**config.mk**
```make
export PLATFORM = sky130hd
export DESIGN_NAME = color_centroid_tracker_flat
export DESIGN_NICKNAME = d
export VERILOG_FILES = /design/src/rtl/color_track_pkg.sv /design/src/rtl/color_centroid_tracker_if.sv /design/src/rtl/color_centroid_tracker_seq_divider.sv /design/src/rtl/color_centroid_tracker.sv /design/src/flat_wrapper.sv
export SDC_FILE = /design/constraint.sdc
export NUM_CORES = 1
export LEC_CHECK = 0
export BUFFER_PORTS_ARGS = -buffer_cell sky130_fd_sc_hd__buf_4
export CORE_UTILIZATION = 50
export DETAILED_ROUTE_END_ITERATION = 10
export PLACE_DENSITY_LB_ADDON = 0.1
export SKIP_CTS_REPAIR_TIMING = 1
export SYNTH_ARGS = -nofsm -noshare
export SYNTH_HDL_FRONTEND = slang
export SYNTH_HIERARCHICAL = 1
export SYNTH_SLANG_ARGS = --single-unit
```
**constraint.sdc**
```tcl
create_clock -name D5M_PXCLK -period 4.4 [get_ports D5M_PXCLK]
set_clock_uncertainty 0.05 [all_clocks]
set_input_delay 0.22 -clock D5M_PXCLK [delete_from_list [all_inputs] [get_ports D5M_PXCLK]]
set_output_delay 0.22 -clock D5M_PXCLK [all_outputs]
set_load 0.02 [all_outputs]
```
**src/rtl/color_track_pkg.sv**
```systemverilog
// Shared types and defaults for the colour centroid tracker.
// Holds resolution, accumulator widths and the tracker FSM encoding.
package color_track_pkg;

  localparam int H_RES_D   = 640;
  localparam int V_RES_D   = 480;
  localparam int TOL_D     = 16;
  localparam int MIN_PIX_D = 64;
  localparam int SUM_W     = 28;
  localparam int CNT_W     = 19;

  typedef enum logic [2:0] {
    IDLE,
    ACCUM,
    DIV_X,
    DIV_Y,
    DONE
  } track_state_t;

  // Bayer site select: blue is odd/odd, red is even/even
  function automatic logic site_hit(
    input logic sw,
    input logic x0,
    input logic y0
  );
    return sw ? (x0 & y0) : (~x0 & ~y0);
  endfunction

endpackage

```
**src/rtl/color_centroid_tracker_if.sv**
```systemverilog
// Pixel stream in, per-frame tracking result out.
// Master drives the stream, slave is the tracker.
interface color_centroid_tracker_if;

  logic [11:0] iDATA;
  logic        iDATA_VAL;
  logic [15:0] iX_Cont;
  logic [15:0] iY_Cont;
  logic        iFVAL;
  logic [9:0]  oX;
  logic [9:0]  oY;
  logic        oFOUND;
  logic        oTRK_VAL;
  logic        oBUSY;

  modport master (
    output iDATA, iDATA_VAL, iX_Cont, iY_Cont, iFVAL,
    input  oX, oY, oFOUND, oTRK_VAL, oBUSY
  );

  modport slave (
    input  iDATA, iDATA_VAL, iX_Cont, iY_Cont, iFVAL,
    output oX, oY, oFOUND, oTRK_VAL, oBUSY
  );

endinterface

```
**src/rtl/color_centroid_tracker_seq_divider.sv**
```systemverilog
// Restoring divider, one quotient bit per clock.
// The start cycle already resolves the first bit; done pulses once.
module seq_divider #(
  parameter int DW = 28,
  parameter int VW = 19
) (
  input  logic          clk,
  input  logic          rst_n,
  input  logic          start,
  input  logic [DW-1:0] dividend,
  input  logic [VW-1:0] divisor,
  output logic [DW-1:0] quotient,
  output logic          done
);

  localparam int CW = $clog2(DW + 1);

  logic [DW-1:0] dq;
  logic [VW-1:0] rem;
  logic [VW-1:0] den;
  logic [CW-1:0] left;
  logic          busy;

  logic [DW-1:0] src_q;
  logic [VW-1:0] src_r;
  logic [VW-1:0] src_d;
  logic [VW:0]   t;
  logic [VW:0]   nr;
  logic          ge;
  logic          unused_top;

  assign src_q = start ? dividend : dq;
  assign src_r = start ? '0 : rem;
  assign src_d = start ? divisor : den;
  assign t     = {src_r, src_q[DW-1]};
  assign ge    = t >= {1'b0, src_d};
  assign nr    = ge ? t - {1'b0, src_d} : t;
  // remainder stays below the divisor, so the top bit is always 0
  assign unused_top = nr[VW];

  always_ff @(posedge clk or negedge rst_n) begin
    if (!rst_n) begin
      dq   <= '0;
      rem  <= '0;
      den  <= '0;
      left <= '0;
      busy <= 1'b0;
      done <= 1'b0;
    end else if (start) begin
      dq   <= {src_q[DW-2:0], ge};
      rem  <= nr[VW-1:0];
      den  <= divisor;
      left <= CW'(DW - 1);
      busy <= 1'b1;
      done <= 1'b0;
    end else if (busy) begin
      dq   <= {src_q[DW-2:0], ge};
      rem  <= nr[VW-1:0];
      left <= left - CW'(1);
      if (left == CW'(1)) begin
        busy <= 1'b0;
        done <= 1'b1;
      end
    end else begin
      done <= 1'b0;
    end
  end

  assign quotient = dq;

endmodule

```
**src/rtl/color_centroid_tracker.sv**
```systemverilog
// Per-frame centroid of Bayer pixels close to the calibrated mean.
// One shared divider produces X then Y after the frame ends.
module color_centroid_tracker
  import color_track_pkg::*;
#(
  parameter int H_RES   = H_RES_D,
  parameter int V_RES   = V_RES_D,
  parameter int TOL     = TOL_D,
  parameter int MIN_PIX = MIN_PIX_D
) (
  input  logic        D5M_PXCLK,
  input  logic        iRST_N,
  input  logic        iEN,
  input  logic        iCOLOR_SW,
  input  logic        iMEAN_VAL,
  input  logic [11:0] iMEAN,
  color_centroid_tracker_if.slave pix
);

  track_state_t state;

  logic        fval_q;
  logic        rise;
  logic        fall;
  logic [11:0] shadow;
  logic        shadow_ok;
  logic [11:0] mean_q;
  logic        mean_ok;

  logic [SUM_W-1:0] sum_x;
  logic [SUM_W-1:0] sum_y;
  logic [CNT_W-1:0] cnt;

  logic signed [12:0] diff;
  logic [12:0] mag;
  logic        close;
  logic        in_view;
  logic        hit;
  logic        take;

  logic             kick;
  logic             div_start;
  logic             div_done;
  logic [SUM_W-1:0] div_q;
  logic             unused_q;

  logic [9:0] res_x;
  logic [9:0] res_y;
  logic       res_found;
  logic [9:0] x_r;
  logic [9:0] y_r;
  logic       found_r;
  logic       trk_r;

  assign rise = pix.iFVAL & ~fval_q;
  assign fall = ~pix.iFVAL & fval_q;

  assign diff = $signed({1'b0, pix.iDATA})
              - $signed({1'b0, mean_q});
  assign mag   = diff[12] ? 13'(-diff) : 13'(diff);
  assign close = mag <= 13'(TOL);

  assign in_view = (pix.iX_Cont < 16'(H_RES))
                 & (pix.iY_Cont < 16'(V_RES));

  assign hit = (state == ACCUM) & iEN & pix.iFVAL
             & pix.iDATA_VAL & mean_ok & close & in_view
             & site_hit(iCOLOR_SW, pix.iX_Cont[0], pix.iY_Cont[0]);

  // a frame is only taken when not dividing and a mean is available
  assign take = rise & iEN & shadow_ok
              & ((state == IDLE) | (state == DONE));

  always_ff @(posedge D5M_PXCLK or negedge iRST_N) begin
    if (!iRST_N) begin
      fval_q    <= 1'b0;
      shadow    <= '0;
      shadow_ok <= 1'b0;
      mean_q    <= '0;
      mean_ok   <= 1'b0;
    end else begin
      fval_q <= pix.iFVAL;
      if (iMEAN_VAL) begin
        shadow    <= iMEAN;
        shadow_ok <= 1'b1;
      end
      if (rise) begin
        mean_q  <= shadow;
        mean_ok <= shadow_ok;
      end
    end
  end

  always_ff @(posedge D5M_PXCLK or negedge iRST_N) begin
    if (!iRST_N) begin
      sum_x <= '0;
      sum_y <= '0;
      cnt   <= '0;
    end else if (take) begin
      sum_x <= '0;
      sum_y <= '0;
      cnt   <= '0;
    end else if (hit) begin
      sum_x <= sum_x + SUM_W'(pix.iX_Cont);
      sum_y <= sum_y + SUM_W'(pix.iY_Cont);
      cnt   <= cnt + CNT_W'(1);
    end
  end

  assign div_start = kick | ((state == DIV_X) & div_done);

  seq_divider #(
    .DW(SUM_W),
    .VW(CNT_W)
  ) u_div (
    .clk      (D5M_PXCLK),
    .rst_n    (iRST_N),
    .start    (div_start),
    .dividend (kick ? sum_x : sum_y),
    .divisor  (cnt),
    .quotient (div_q),
    .done     (div_done)
  );

  assign unused_q = ^div_q[SUM_W-1:10];

  always_ff @(posedge D5M_PXCLK or negedge iRST_N) begin
    if (!iRST_N) begin
      state     <= IDLE;
      kick      <= 1'b0;
      res_x     <= '0;
      res_y     <= '0;
      res_found <= 1'b0;
      x_r       <= '0;
      y_r       <= '0;
      found_r   <= 1'b0;
      trk_r     <= 1'b0;
    end else begin
      kick  <= 1'b0;
      trk_r <= 1'b0;
      unique case (state)
        IDLE: begin
          if (take) state <= ACCUM;
        end
        ACCUM: begin
          if (fall) begin
            if (!iEN) begin
              state <= IDLE;
            end else if (cnt < CNT_W'(MIN_PIX)) begin
              res_found <= 1'b0;
              state     <= DONE;
            end else begin
              kick  <= 1'b1;
              state <= DIV_X;
            end
          end
        end
        DIV_X: begin
          if (div_done) begin
            res_x <= div_q[9:0];
            state <= DIV_Y;
          end
        end
        DIV_Y: begin
          if (div_done) begin
            res_y     <= div_q[9:0];
            res_found <= 1'b1;
            state     <= DONE;
          end
        end
        DONE: begin
          trk_r   <= 1'b1;
          found_r <= res_found;
          if (res_found) begin
            x_r <= res_x;
            y_r <= res_y;
          end
          state <= take ? ACCUM : IDLE;
        end
        default: state <= IDLE;
      endcase
    end
  end

  assign pix.oX       = x_r;
  assign pix.oY       = y_r;
  assign pix.oFOUND   = found_r;
  assign pix.oTRK_VAL = trk_r;
  assign pix.oBUSY    = (state == DIV_X) | (state == DIV_Y);

endmodule

```
**src/flat_wrapper.sv**
```systemverilog
// flat-port wrapper written by rule: the top's interface ports become plain ports
module color_centroid_tracker_flat import color_track_pkg::*;
#(
  parameter int H_RES   = H_RES_D,
  parameter int V_RES   = V_RES_D,
  parameter int TOL     = TOL_D,
  parameter int MIN_PIX = MIN_PIX_D
)
  (D5M_PXCLK, iRST_N, iEN, iCOLOR_SW, iMEAN_VAL, iMEAN, pix_iDATA, pix_iDATA_VAL, pix_iX_Cont, pix_iY_Cont, pix_iFVAL, pix_oX, pix_oY, pix_oFOUND, pix_oTRK_VAL, pix_oBUSY);
  color_centroid_tracker_if pix_i ();
  input  logic D5M_PXCLK;
  input  logic iRST_N;
  input  logic iEN;
  input  logic iCOLOR_SW;
  input  logic iMEAN_VAL;
  input  logic [11:0] iMEAN;
  input wire logic [$bits(pix_i.iDATA)-1:0] pix_iDATA;
  input wire logic [$bits(pix_i.iDATA_VAL)-1:0] pix_iDATA_VAL;
  input wire logic [$bits(pix_i.iX_Cont)-1:0] pix_iX_Cont;
  input wire logic [$bits(pix_i.iY_Cont)-1:0] pix_iY_Cont;
  input wire logic [$bits(pix_i.iFVAL)-1:0] pix_iFVAL;
  output wire logic [$bits(pix_i.oX)-1:0] pix_oX;
  output wire logic [$bits(pix_i.oY)-1:0] pix_oY;
  output wire logic [$bits(pix_i.oFOUND)-1:0] pix_oFOUND;
  output wire logic [$bits(pix_i.oTRK_VAL)-1:0] pix_oTRK_VAL;
  output wire logic [$bits(pix_i.oBUSY)-1:0] pix_oBUSY;
  assign pix_i.iDATA = pix_iDATA;
  assign pix_i.iDATA_VAL = pix_iDATA_VAL;
  assign pix_i.iX_Cont = pix_iX_Cont;
  assign pix_i.iY_Cont = pix_iY_Cont;
  assign pix_i.iFVAL = pix_iFVAL;
  assign pix_oX = pix_i.oX;
  assign pix_oY = pix_i.oY;
  assign pix_oFOUND = pix_i.oFOUND;
  assign pix_oTRK_VAL = pix_i.oTRK_VAL;
  assign pix_oBUSY = pix_i.oBUSY;
  color_centroid_tracker #(.H_RES(H_RES), .V_RES(V_RES), .TOL(TOL), .MIN_PIX(MIN_PIX)) u_core (.D5M_PXCLK(D5M_PXCLK), .iRST_N(iRST_N), .iEN(iEN), .iCOLOR_SW(iCOLOR_SW), .iMEAN_VAL(iMEAN_VAL), .iMEAN(iMEAN), .pix(pix_i));
endmodule
```
# Word level (Yosys, flattened, before mapping)
# Index checks and enable logic that the tools add are counted.
[classes] order_cmp=5 muxes=43 bitwise_logic=23 eq_ne=12 n_addsub=7 reduce_logical=9
[op_table] cell="28-bit 2-to-1 mux" n=8
[op_table] cell="19-bit 2-to-1 mux" n=7
[op_table] cell="28-bit by 16-bit adder with 28-bit output" n=2
[op_table] cell="20-bit by 19-bit greater-or-equal comparator with 1-bit output" n=1
[op_table] cell="19-bit by 1-bit adder with 19-bit output (second input constant)" n=1
[op_table] cell="19-bit by 7-bit less-than comparator with 1-bit output (second input constant)" n=1
[op_table] cell="19-bit subtractor" n=1
[op_table] cell="3-bit 2-to-1 mux" n=6
[op_table] cell="1-bit 2-to-1 mux" n=17
[op_table] cell="1-bit AND" n=16
[op_table] cell="16-bit by 10-bit less-than comparator with 1-bit output (second input constant)" n=1
[op_table] cell="16-bit by 9-bit less-than comparator with 1-bit output (second input constant)" n=1
[op_table] cell="3-bit one-hot mux with 5 select lines" n=1
[op_table] cell="13-bit by 5-bit less-or-equal comparator with 1-bit output (second input constant)" n=1
[op_table] cell="13-bit 2-to-1 mux" n=1
[op_table] cell="13-bit negation" n=1
[op_table] cell="12-bit by 12-bit subtractor with 13-bit output" n=1
[op_table] cell="5-bit 2-to-1 mux" n=2
[op_table] cell="2-bit inequality test (second input constant)" n=4
[op_table] cell="3-bit by 2-bit equality test with 1-bit output (second input constant)" n=2
[op_table] cell="2-bit AND reduction" n=3
[op_table] cell="2-bit nonzero test" n=3
[op_table] cell="5-bit by 1-bit equality test with 1-bit output (second input constant)" n=1
[op_table] cell="5-bit AND reduction" n=1
[op_table] cell="10 further kinds" n=16
[totals] output_inout_bits=23 reg_bits=222 wordCells=122 in_bits=63

# Depth between registers and ports, before layout
# Gate-level depths: netlist of run 1.
[depth] depth_word=10 depth_mapped=20 mapped_depth_nobuf=16

# Modules after synthesis
# The synthesis of run 1 kept the hierarchy.
[by_module_without_submodules] module="color_centroid_tracker" cells_each=893 seq_area_each_um2=3728.6 n_inst=1 area_each_um2=9062.4
[by_module_without_submodules] module="seq_divider" cells_each=458 seq_area_each_um2=1826.8 n_inst=1 area_each_um2=4403.0

# Worst setup path after synthesis of run 1
# Ideal clock, no wire load.
[synth_timing] kind="flip-flop to flip-flop" startpoint="reg u_core.state[1]" endpoint="reg u_core.u_div.rem[15]" t_arrival_ns=4.819 n_path_buf=6 t_required_ns=4.215 stages_incl_launch_ff=20 setup_slack_ns=-0.604 setup_time_ns=0.135 period_less_slack_ns=5.004 path_cell_list="dfrtp_1 nor2b_1 nand2_1 nor2_1 buf_1 or2_2 buf_2 buf_1 buf_1 mux2i_1 ha_1 clkbuf_1 and3_1 nand4_1 or4_1 nand4b_1 a31oi_4 buf_2 o211ai_1 o221ai_2"
[synth_via] elab_chain_cells=8 word_cells_on_any_way=12 cone_classes="1 x add/sub; 1 x order compare; 1 x eq/ne; 6 x mux; 2 x bitwise; 1 x reduce/logical"
[synth_lines] element="from (decl)" line="color_centroid_tracker.sv:20" text="track_state_t state;"
[synth_lines] element="from (signal assigned)" line="color_centroid_tracker.sv:178" text="state <= take ? ACCUM : IDLE;"
[synth_lines] element="3-bit by 2-bit equality test with 1-bit output *" line="color_centroid_tracker.sv:110" text="assign div_start = kick | ((state == DIV_X) & div_done);"
[synth_lines] element="1-bit AND *" line="color_centroid_tracker.sv:110"
[synth_lines] element="1-bit bitwise OR *" line="color_centroid_tracker.sv:110"
[synth_lines] element="named net u_core.div_start" line="color_centroid_tracker.sv:42" text="logic div_start;"
[synth_lines] element="28-bit 2-to-1 mux (tied with other cells)" line="color_centroid_tracker_seq_divider.sv:32" text="assign src_q = start ? dividend : dq;"
[synth_lines] element="19-bit subtractor or 20-bit by 19-bit greater-or-equal comparator with 1-bit output (tied branches)" line="color_centroid_tracker_seq_divider.sv:37, color_centroid_tracker_seq_divider.sv:36"
[synth_lines] element="19-bit 2-to-1 mux" line="color_centroid_tracker_seq_divider.sv:37" text="assign nr = ge ? t - {1'b0, src_d} : t;"
[synth_lines] element="19-bit 2-to-1 mux" line="color_centroid_tracker_seq_divider.sv:56" text="end else if (busy) begin"
[synth_lines] element="19-bit 2-to-1 mux" line="color_centroid_tracker_seq_divider.sv:49" text="end else if (start) begin"
[synth_lines] element="to (signal assigned)" line="color_centroid_tracker_seq_divider.sv:51" text="rem <= nr[VW-1:0];"
[synth_lines] element="to (signal assigned)" line="color_centroid_tracker_seq_divider.sv:58" text="rem <= nr[VW-1:0];"
[synth_lines] element="to (decl)" line="color_centroid_tracker_seq_divider.sv:19" text="logic [VW-1:0] rem;"
# Mark *: on every way through the listed nets, which the timed path passes. The rest lies on a longest branch. The select of a mux whose other input is x is not followed.
# A chain may end at the register's enable or synchronous reset.

# Worst setup path after layout of run 1
[layout_timing] startpoint="reg u_core.mean_q[0]" endpoint="reg u_core.cnt[15]"
[layout_via] elab_chain_cells=8
[layout_lines] element="from (decl)" line="color_centroid_tracker.sv:27" text="logic [11:0] mean_q;"
[layout_lines] element="from (signal assigned)" line="color_centroid_tracker.sv:88" text="mean_q <= shadow;"
[layout_lines] element="12-bit by 12-bit subtractor with 13-bit output *" line="color_centroid_tracker.sv:59" text="- $signed({1'b0, mean_q});"
[layout_lines] element="13-bit negation" line="color_centroid_tracker.sv:60" text="assign mag = diff[12] ? 13'(-diff) : 13'(diff);"
[layout_lines] element="13-bit 2-to-1 mux *" line="color_centroid_tracker.sv:60"
[layout_lines] element="13-bit by 5-bit less-or-equal comparator with 1-bit output *" line="color_centroid_tracker.sv:61" text="assign close = mag <= 13'(TOL);"
[layout_lines] element="1-bit AND * (2 in series)" line="color_centroid_tracker.sv:67" text="& pix.iDATA_VAL & mean_ok & close & in_view"
[layout_lines] element="1-bit AND *" line="color_centroid_tracker.sv:68" text="& site_hit(iCOLOR_SW, pix.iX_Cont[0], pix.iY_Cont[0]);"
[layout_lines] element="2-bit nonzero test (no source line) *"
[layout_lines] element="to (signal assigned)" line="color_centroid_tracker.sv:106" text="cnt <= cnt + CNT_W'(1);"
[layout_lines] element="to (decl)" line="color_centroid_tracker.sv:32" text="logic [CNT_W-1:0] cnt;"
# Every way passes the cells marked *; elsewhere a longest branch is shown, timed or not.

==> flow_results.org, run 1 <==
** Floorplan
- Die area :: 27,590 um^2
- Starting density of the core :: 51.38%
- Placeable core region :: 26,210 um^2
- The floorplan has 59 rows.
- In this run the vertical extent of the chip is 166.1 um.
- 86 I/O pins were placed.
- The die is 166.1 um wide.

** Worst setup path
- For the worst flop-to-flop path, the logic depth is 12.
- CP Launch Type :: flop
- The worst register-to-register path begins at u_core/mean_q[0].
- Setup slack of the most critical reg-to-reg path :: 0.1 ns
- Worst setup path startpoint :: u_core/mean_q[0]
- Worst setup path class :: reg -> reg
- Data on the critical path arrives at its endpoint at 4.70 ns.
- STA classifies the critical path endpoint as a flop.
- Data on the critical path is required at its endpoint by 4.79 ns.
- In this run the critical register-to-register path is captured at u_core/cnt[15].
- Largest fanout on the critical path :: 6
- CP Capture Point :: u_core/cnt[15]

** Job
- The tool flagged a number of max-cap violations equal to 0.

** Cells and area
- Cells with a size suffix above 1 make up 20.46% of the layout.
- Antenna Cells :: 0
- For this run, the post-layout net count is 1,593.
- Once layout is complete, the utilization of the core stands at 59.97%.
- The layout has 2,241 filler cells.
- Final non-filler cell total :: 1,811
- The library cell used most frequently in the layout, excluding fill and tap cells, is sky130_fd_sc_hd__dfrtp_1.
- Synthesis-to-layout area growth :: 16.72%
- The library cells used most frequently in the layout, excluding fill and tap cells, are 221 x sky130_fd_sc_hd__dfrtp_1, 136 x sky130_fd_sc_hd__nand2_1, 122 x sky130_fd_sc_hd__buf_4.

** STA
- Measured against its own limit, the worst slew margin works out to 37.72%.
- Actual slew at the worst max-slew pin :: 0.9341 ns
- Final slew viol count :: 0
- Min Tclk post-route :: 4.302 ns
- Hold is met by 0.008604 ns.
- Adding up every negative setup slack in the final design gives 0 ns.
- Post-route clock period utilization :: 97.78%
- Setup violations remaining at the end of the flow were counted as 0.
- Final hold violation count :: 0
- Max Clock Freq :: 0.2324 GHz
- Setup repair after global routing missed its margin :: yes

** Yosys
- Counting flops with a built-in enable in the synthesized netlist gives 0.
- The number of nets in the synthesized netlist is 1,482.
- The number of different library cells used by synthesis comes to 83.
- Async set or reset register ratio after synthesis :: 100.0%
- The biggest area contributor in the post-synthesis netlist is sky130_fd_sc_hd__dfrtp_1.
- Gate count of the mapped netlist :: 1,351
- Post-synth top flop :: sky130_fd_sc_hd__dfrtp_1
- Netlist Area Pre-Place :: 13,470 um^2
- In this run the biggest area consumer among cell types represents 41.26% of the synthesized area.
- In this run, synthesis produced a sequential element count of 222.
- Share of synthesized area occupied by flip-flops and latches :: 41.26%
- A synthesized cell averages 9.967 um^2.
- Biggest area contributors in the synthesized netlist :: sky130_fd_sc_hd__dfrtp_1 41%, sky130_fd_sc_hd__mux2_2 7.1%, sky130_fd_sc_hd__ha_1 5.9%
- The Yosys step of the flow raised 6 warnings.

** Clocking
- At the later pin of the worst-skew pair, clock insertion delay measures 0.54 ns.
- TritonCTS built the clock tree.
- Clk Tree Root Cell :: sky130_fd_sc_hd__clkbuf_16
- In this run the number of H-tree levels came out at 1.
- The clock drives 222 sinks.
- Clock transition at the registers of the reported paths :: 0.06 ns
- Clock Tree Buf Depth :: 3
- Counting the buffers created by CTS gives 26.

** Route
- Wire length reported by the detailed router :: 33.45 mm
- After the first detailed-routing iteration, the DRC count stood at 713.
- The final route contains 10,820 vias.
- Once detail routing completed, the nets flagged for antenna violations numbered 0.
- After detailed routing, the number of remaining DRC violations is 15.
- Detail-routed net length per standard cell :: 18.47 um
- Vias/cell :: 5.975
- Detailed Routing Iterations Pass 1 :: 10

** GRT
- Global routing used 23.93% of the available tracks.
- Overall overflow remaining after global route :: 0
- Entering global routing, the biggest net connects 104 pins.
- Via count of the first global-routing pass :: 10,460
- Global-route wire length before repair :: 54.17 mm
- Initial antenna violation count :: 0

** Run status
- The run finished, with violations left.
- The checks that failed: design-rule violations.

** Placed design
- The congestion estimate from routability-driven global placement came to 0.8610.
- Total of buffers placed on input and output ports :: 85
- Placed cell count :: 1,744
- Detailed placement finished with a half-perimeter wire length of 23.17 mm.

** Power
- Power density normalized to cell area :: 315.2 nW/um^2
- IR Drop Worst-Case VDD :: 0.2649 mV
- The analysis attributes to cell leakage a power of 7.208 nW.

** Min path
- The min-delay analysis places its worst path in the category in -> reg.
kinds of logic after synthesis:
logic type,Yosys count,synth area share [%]
buffers and inverters,131,3.958
AND/OR/NAND/NOR,393,15.56
AO/OA/AOI/OAI,341,17.69
adder cells (fa/ha/maj),68,6.542
multiplexers,140,11.29
flip-flops,222,41.26
XOR/XNOR,56,3.698
cells in the mapped netlist (8+ instances only):
| cell | number |
|---|---|
| sky130_fd_sc_hd__a21o_1 | 19 |
| sky130_fd_sc_hd__a21oi_1 | 72 |
| sky130_fd_sc_hd__and2_1 | 9 |
| sky130_fd_sc_hd__and3_1 | 15 |
| sky130_fd_sc_hd__buf_1 | 8 |
| sky130_fd_sc_hd__buf_2 | 9 |
| sky130_fd_sc_hd__clkbuf_1 | 40 |
| sky130_fd_sc_hd__dfrtp_1 | 222 |
| sky130_fd_sc_hd__ha_1 | 64 |
| sky130_fd_sc_hd__inv_1 | 69 |
| sky130_fd_sc_hd__mux2_2 | 85 |
| sky130_fd_sc_hd__mux2i_1 | 54 |
| sky130_fd_sc_hd__nand2_1 | 136 |
| sky130_fd_sc_hd__nand2b_1 | 18 |
| sky130_fd_sc_hd__nand3_1 | 26 |
| sky130_fd_sc_hd__nand4_1 | 18 |
| sky130_fd_sc_hd__nor2_1 | 39 |
| sky130_fd_sc_hd__nor2b_1 | 18 |
| sky130_fd_sc_hd__nor3_1 | 16 |
| sky130_fd_sc_hd__nor4_1 | 15 |
| sky130_fd_sc_hd__o211ai_1 | 21 |
| sky130_fd_sc_hd__o21a_1 | 11 |
| sky130_fd_sc_hd__o21ai_0 | 83 |
| sky130_fd_sc_hd__o21bai_1 | 9 |
| sky130_fd_sc_hd__o2bb2ai_1 | 28 |
| sky130_fd_sc_hd__o31ai_1 | 25 |
| sky130_fd_sc_hd__or3_1 | 15 |
| sky130_fd_sc_hd__or4_1 | 36 |
| sky130_fd_sc_hd__xnor2_1 | 33 |
| sky130_fd_sc_hd__xor2_1 | 22 |
layout make-up:
cell class                 count  area [um^2]  share of cell area, %
clock buffer                  36        738.2                  4.697
clock inverter                 6        93.84                 0.5971
multi-input combinational   1001         7513                  47.81
tap                          335        419.2                  2.667
sequential                   222         5557                  35.36
timing repair buffer         141         1132                  7.205
inverter                      70        262.8                  1.672
worst max-delay path, cell delays in order (launching register included):
cell,delay [ns]
sky130_fd_sc_hd__dfrtp_1,0.35
sky130_fd_sc_hd__ha_2,0.20
sky130_fd_sc_hd__fa_2,0.27
sky130_fd_sc_hd__nor2b_2,0.06
sky130_fd_sc_hd__o2111a_2,0.27
sky130_fd_sc_hd__o41a_1,0.40
sky130_fd_sc_hd__xor2_2,0.21
sky130_fd_sc_hd__nor4_2,0.32
sky130_fd_sc_hd__a41o_1,0.22
sky130_fd_sc_hd__or4b_4,0.54
sky130_fd_sc_hd__or4_4,0.62
sky130_fd_sc_hd__or4_1,0.53
sky130_fd_sc_hd__a21oi_1,0.15
state kept, by name, indices dropped and copies added (netlist names), 12 cells and up:
signal and count:
u_core/sum_y 28, u_core/u_div/rem 19, u_core/mean_q 12, u_core/shadow 12
u_core/cnt 19, u_core/sum_x 28, u_core/u_div/quotient 28, u_core/u_div/den 19
report_power, final:
group / internal (mW) / switching (mW) / total [mW] / leakage, nW
combinational: 0.309 / 0.425 / 0.734 / 3.77
clock: 1.28 / 0.842 / 2.12 / 0.405
sequential: 2.08 / 0.0206 / 2.10 / 3.04
total: 3.67 / 1.29 / 4.95 / 7.21
metrics by stage:
step / area [um^2] / setup WS (ns) / power, mW
3_3_place_gp: 14550 / -0.05685 / 2.781
3_5_place_dp: 14550 / -0.1231 / 2.790
5_1_grt: 15720 / -0.06428 / 5.170
6_report: 15720 / 0.09763 / 4.954
4_1_cts: 15380 / -0.2032 / 4.933
2_1_floorplan: 13480 / 0.04872 / 2.538
how the worst min path moves through the flow:
stage	start	end	cells past startpoint
floorplan	iRST_N	u_core/cnt[0]	0
global placement	iRST_N	u_core/shadow[9]	1
detailed placement	iRST_N	u_core/shadow[9]	1
CTS	iRST_N	u_core/shadow[10]	1
global route	pix_iY_Cont[0]	u_core/sum_y[0]	3
finish	pix_iX_Cont[0]	u_core/sum_x[0]	3
routing by layer:
layer / part of all wire (%) / global-route usage [%] / vias to the layer above
met4: 1.7 / 5.364 / 0
met3: 4.1 / 2.908 / 41
met2: 47 / 39.30 / 199
met1: 47 / 33.88 / 5355
met5: 0 / 0 / -
li1: - / - / 5226
Note: power is estimated with default switching activity, not from simulation.
==> inputs of run 2 (changes only) <==
CAP_MARGIN = 20   (was default)
CORE_UTILIZATION = 56   (was 50)
RECOVER_POWER = 25   (was default)
==> run 2 against run 1 <==
Against the previous run: the run ends with max-capacitance violations, max-slew violations left; first-iteration DRC count fell by 11%; clock power rose by 5%; cell area rose by 0.34%; largest cell class unchanged; worst hold slack improved by 0.016 ns; via count rose by 0.37%.
==> flow_results.org, run 2 (synthesis gave the netlist of run 1 again) <==
** Run status
- Result of the run: finished with violations (unchanged).
- Violated checks: max-capacitance violations, max-slew violations (was design-rule violations).

** Floorplan
- Row Count :: 56 (was 59)
- The floorplan die area is 24,670 um^2 (was 27,590 um^2).
- Vertical die dimension :: 157.1 um (was 166.1 um)
- The count of pins on the block boundary came to 86 (unchanged).
- The effective utilization at floorplan was 57.20% (was 51.38%).
- Die X :: 157.1 um (was 166.1 um)
- Placeable core region :: 23,540 um^2 (was 26,210 um^2)

** Placed design
- The number of buffers inserted by port buffering is 85 (unchanged).
- Hpwl dp :: 23.25 mm (was 23.17 mm)
- The global placement routability congestion is 0.9268 (was 0.8610).

** Route
- Vias/cell :: 6.061 (was 5.975)
- Detailed Routing Iterations Pass 1 :: 5 (was 10)
- Wire length reported by the detailed router :: 33.31 mm (was 33.45 mm)
- Via count :: 10,860 (was 10,820)
- Number of nets still failing antenna checks after routing :: 0 (unchanged)
- DRC :: 0 (was 15)
- The mean routed wirelength per cell is 18.59 um (was 18.47 um).
- The first-iteration detailed-routing DRC count was 637 (was 713).

** Worst setup path
- The cell count of the worst reg-to-reg path is 12 (unchanged).
- Critical R2R Capture :: u_core/cnt[12] (was u_core/cnt[15])
- FF-to-FF Start :: u_core/mean_q[0] (unchanged)
- The largest fanout on the critical path is 6 (unchanged).
- The register-to-register setup slack was 0.03 ns (was 0.1 ns).
- Arrival time worst endpoint :: 4.76 ns (was 4.70 ns)
- CP Launch Type :: flop (unchanged)
- The category of the worst setup path capture point is a flop (unchanged).
- Worst setup path startpoint :: u_core/mean_q[0] (unchanged)
- The critical path class was reg -> reg (unchanged).
- The required time at the endpoint of the critical path was 4.79 ns (about the same).

** Clocking
- Number of sinks driven by the clock tree :: 222 (unchanged)
- Clock transition at the registers of the reported paths :: 0.06 ns (about the same)
- The number of H-tree levels was 1 (unchanged).
- The number of buffers inserted during clock tree synthesis is 25 (was 26).
- Later-pin clock latency in the skew report :: 0.53 ns (was 0.54 ns)
- Clock Tree Buf Depth :: 3 (unchanged)
- Clk Tree Root Cell :: sky130_fd_sc_hd__clkbuf_16 (unchanged)
- The CTS tree is done (unchanged).

** Cells and area
- Most common library cell in the layout ignoring fill and taps :: sky130_fd_sc_hd__dfrtp_1 (unchanged)
- The fill cell total of the finished layout was 1,862 (was 2,241).
- The number of nets in the layout came to 1,587 (was 1,593).
- The number of diodes came to 0 (unchanged).
- The proportion of layout cells with a drive suffix above 1 was 20.91% (was 20.46%).
- Post-layout utilization of the core :: 66.99% (was 59.97%)
- Commonest cells after routing, fill and taps aside :: 221 x sky130_fd_sc_hd__dfrtp_1, 136 x sky130_fd_sc_hd__nand2_1, 115 x sky130_fd_sc_hd__buf_4 (was 221 x sky130_fd_sc_hd__dfrtp_1, 136 x sky130_fd_sc_hd__nand2_1, 122 x sky130_fd_sc_hd__buf_4)
- Synthesis-to-layout area growth :: 17.12% (was 16.72%)

** Min path
- The startpoint of the worst hold path is pix_iY_Cont[0] (was pix_iX_Cont[0]).
- The class of the most critical hold timing path was in -> reg (unchanged).
- Hold EP :: u_core/sum_y[0] (was u_core/sum_x[0])
- Hold Path Depth :: 3 (unchanged)

** Power
- The power per cell area was 321.6 nW/um^2 (was 315.2 nW/um^2).
- The peak supply drop came to 0.2699 mV (was 0.2649 mV).
- Power share of the sequential group :: 41.4% (was 42.4%)
- The net switching power is 1.289 mW (was 1.288 mW).
- The clock network fraction of design power was 44.0% (was 42.8%).
- Fraction of power spent switching nets :: 25.41% (was 26.00%)
- Leak Pwr :: 7.235 nW (was 7.208 nW)
- The internal power is 3.782 mW (was 3.665 mW).
- Combinational cell fraction of total power :: 14.5% (was 14.8%)

** GRT
- Initial antenna violation count :: 0 (unchanged)
- Global-route wire length before repair :: 52.88 mm (was 54.17 mm)
- The aggregate global-route resource usage is 26.80% (was 23.93%).
- Pin count of the biggest net entering global routing :: 102 (was 104)
- Via count of the first global-routing pass :: 10,330 (was 10,460)
- The final global-route overflow total was 0 (unchanged).

** STA
- The transition time at the pin with the least slew margin came to 2.609 ns (was 0.9341 ns).
- Final slew viol count :: 101 (was 0)
- The share of the clock period used by the worst path after layout came to 99.41% (was 97.78%).
- Setup repair after global routing missed its margin :: yes (unchanged)
- Final hold slack :: 0.02414 ns (was 0.008604 ns)
- Finish-stage setup viols :: 0 (unchanged)
- Max Clock Freq :: 0.2286 GHz (was 0.2324 GHz)
- The post-route minimum period came to 4.374 ns (was 4.302 ns).
- The worst slew margin relative to its limit is -73.91% (was 37.72%).
- The number of hold-slack violations in the final timing report is 0 (unchanged).

** Job
- Number of maximum-capacitance constraint violations :: 1 (was 0)
-- run 2: cell count changes in the layout (fill, tap and decap cells not counted), moves of 2 or more --
cell,before,now
sky130_fd_sc_hd__buf_4,122,115
sky130_fd_sc_hd__bufinv_16,2,5
sky130_fd_sc_hd__and2_1,9,7
sky130_fd_sc_hd__clkinv_2,2,4
sky130_fd_sc_hd__or4_1,34,32
sky130_fd_sc_hd__or4_4,6,8
-- run 2: worst max path at each step --
stage | to | slack (ns) | depth (start not counted)
floorplan | u_core/u_div/rem[15] | 0.05 | 19
global placement | u_core/cnt[14] | -0.03 | 12
detailed placement | u_core/cnt[10] | -0.14 | 12
CTS | u_core/cnt[12] | -0.24 | 12
global route | u_core/cnt[12] | -0.09 | 12
finish | u_core/cnt[12] | 0.03 | 12
-- run 2: per-stage QoR --
step	cells	instance area [um^2]	setup WS [ns]	setup TNS [ns]	power (mW)
after floorplan	1351	13480	0.04872	0	2.538
after global placement	1729	14540	-0.03306	-0.1959	2.771
after detailed placement	1729	14540	-0.1375	-1.715	2.786
after CTS	1773	15430	-0.2413	-5.264	5.043
after global routing	1792	15770	-0.08758	-0.7096	5.277
final	1792	15770	0.02598	0	5.071
-- run 2: layout make-up --
type	count	area, um^2	area share, %
Inverter	70	262.8	1.666
Timing Repair Buffer	136	1090	6.911
Clock inverter	12	195.2	1.238
Clock buffer	32	691.9	4.388
Multi-Input combinational cell	1001	7575	48.03
Sequential cell	222	5557	35.23
Tap cell	319	399.1	2.531
-- run 2: worst max-delay path, cell delays in order, from the launching register on --
cell	delay (ns)
sky130_fd_sc_hd__dfrtp_1	0.42
sky130_fd_sc_hd__ha_4	0.20
sky130_fd_sc_hd__fa_2	0.45
sky130_fd_sc_hd__xor2_4	0.20
sky130_fd_sc_hd__nand4b_1	0.12
sky130_fd_sc_hd__mux2_2	0.29
sky130_fd_sc_hd__or2_4	0.28
sky130_fd_sc_hd__o21a_1	0.19
sky130_fd_sc_hd__o32a_1	0.18
sky130_fd_sc_hd__or4b_4	0.61
sky130_fd_sc_hd__or4_4	0.60
sky130_fd_sc_hd__or4_1	0.54
sky130_fd_sc_hd__a21oi_1	0.15
-- run 2: power groups by stage --
| stage | clock network [mW] | registers (mW) | logic [mW] |
|---|---|---|---|
| after floorplan | 0 | 2.14 | 0.401 |
| after global placement | 0 | 2.14 | 0.636 |
| after detailed placement | 0 | 2.14 | 0.649 |
| after CTS | 2.29 | 2.10 | 0.654 |
| after global routing | 2.36 | 2.10 | 0.810 |
| final | 2.23 | 2.10 | 0.737 |
-- run 2: layer usage --
layer | global-route usage [%] | share of wire (%) | up-vias
met5 | 0 | 0 | -
met4 | 7.397 | 2.0 | 0
li1 | - | - | 5207
met2 | 44.00 | 48 | 269
met3 | 3.194 | 4.9 | 42
met1 | 37.43 | 46 | 5343
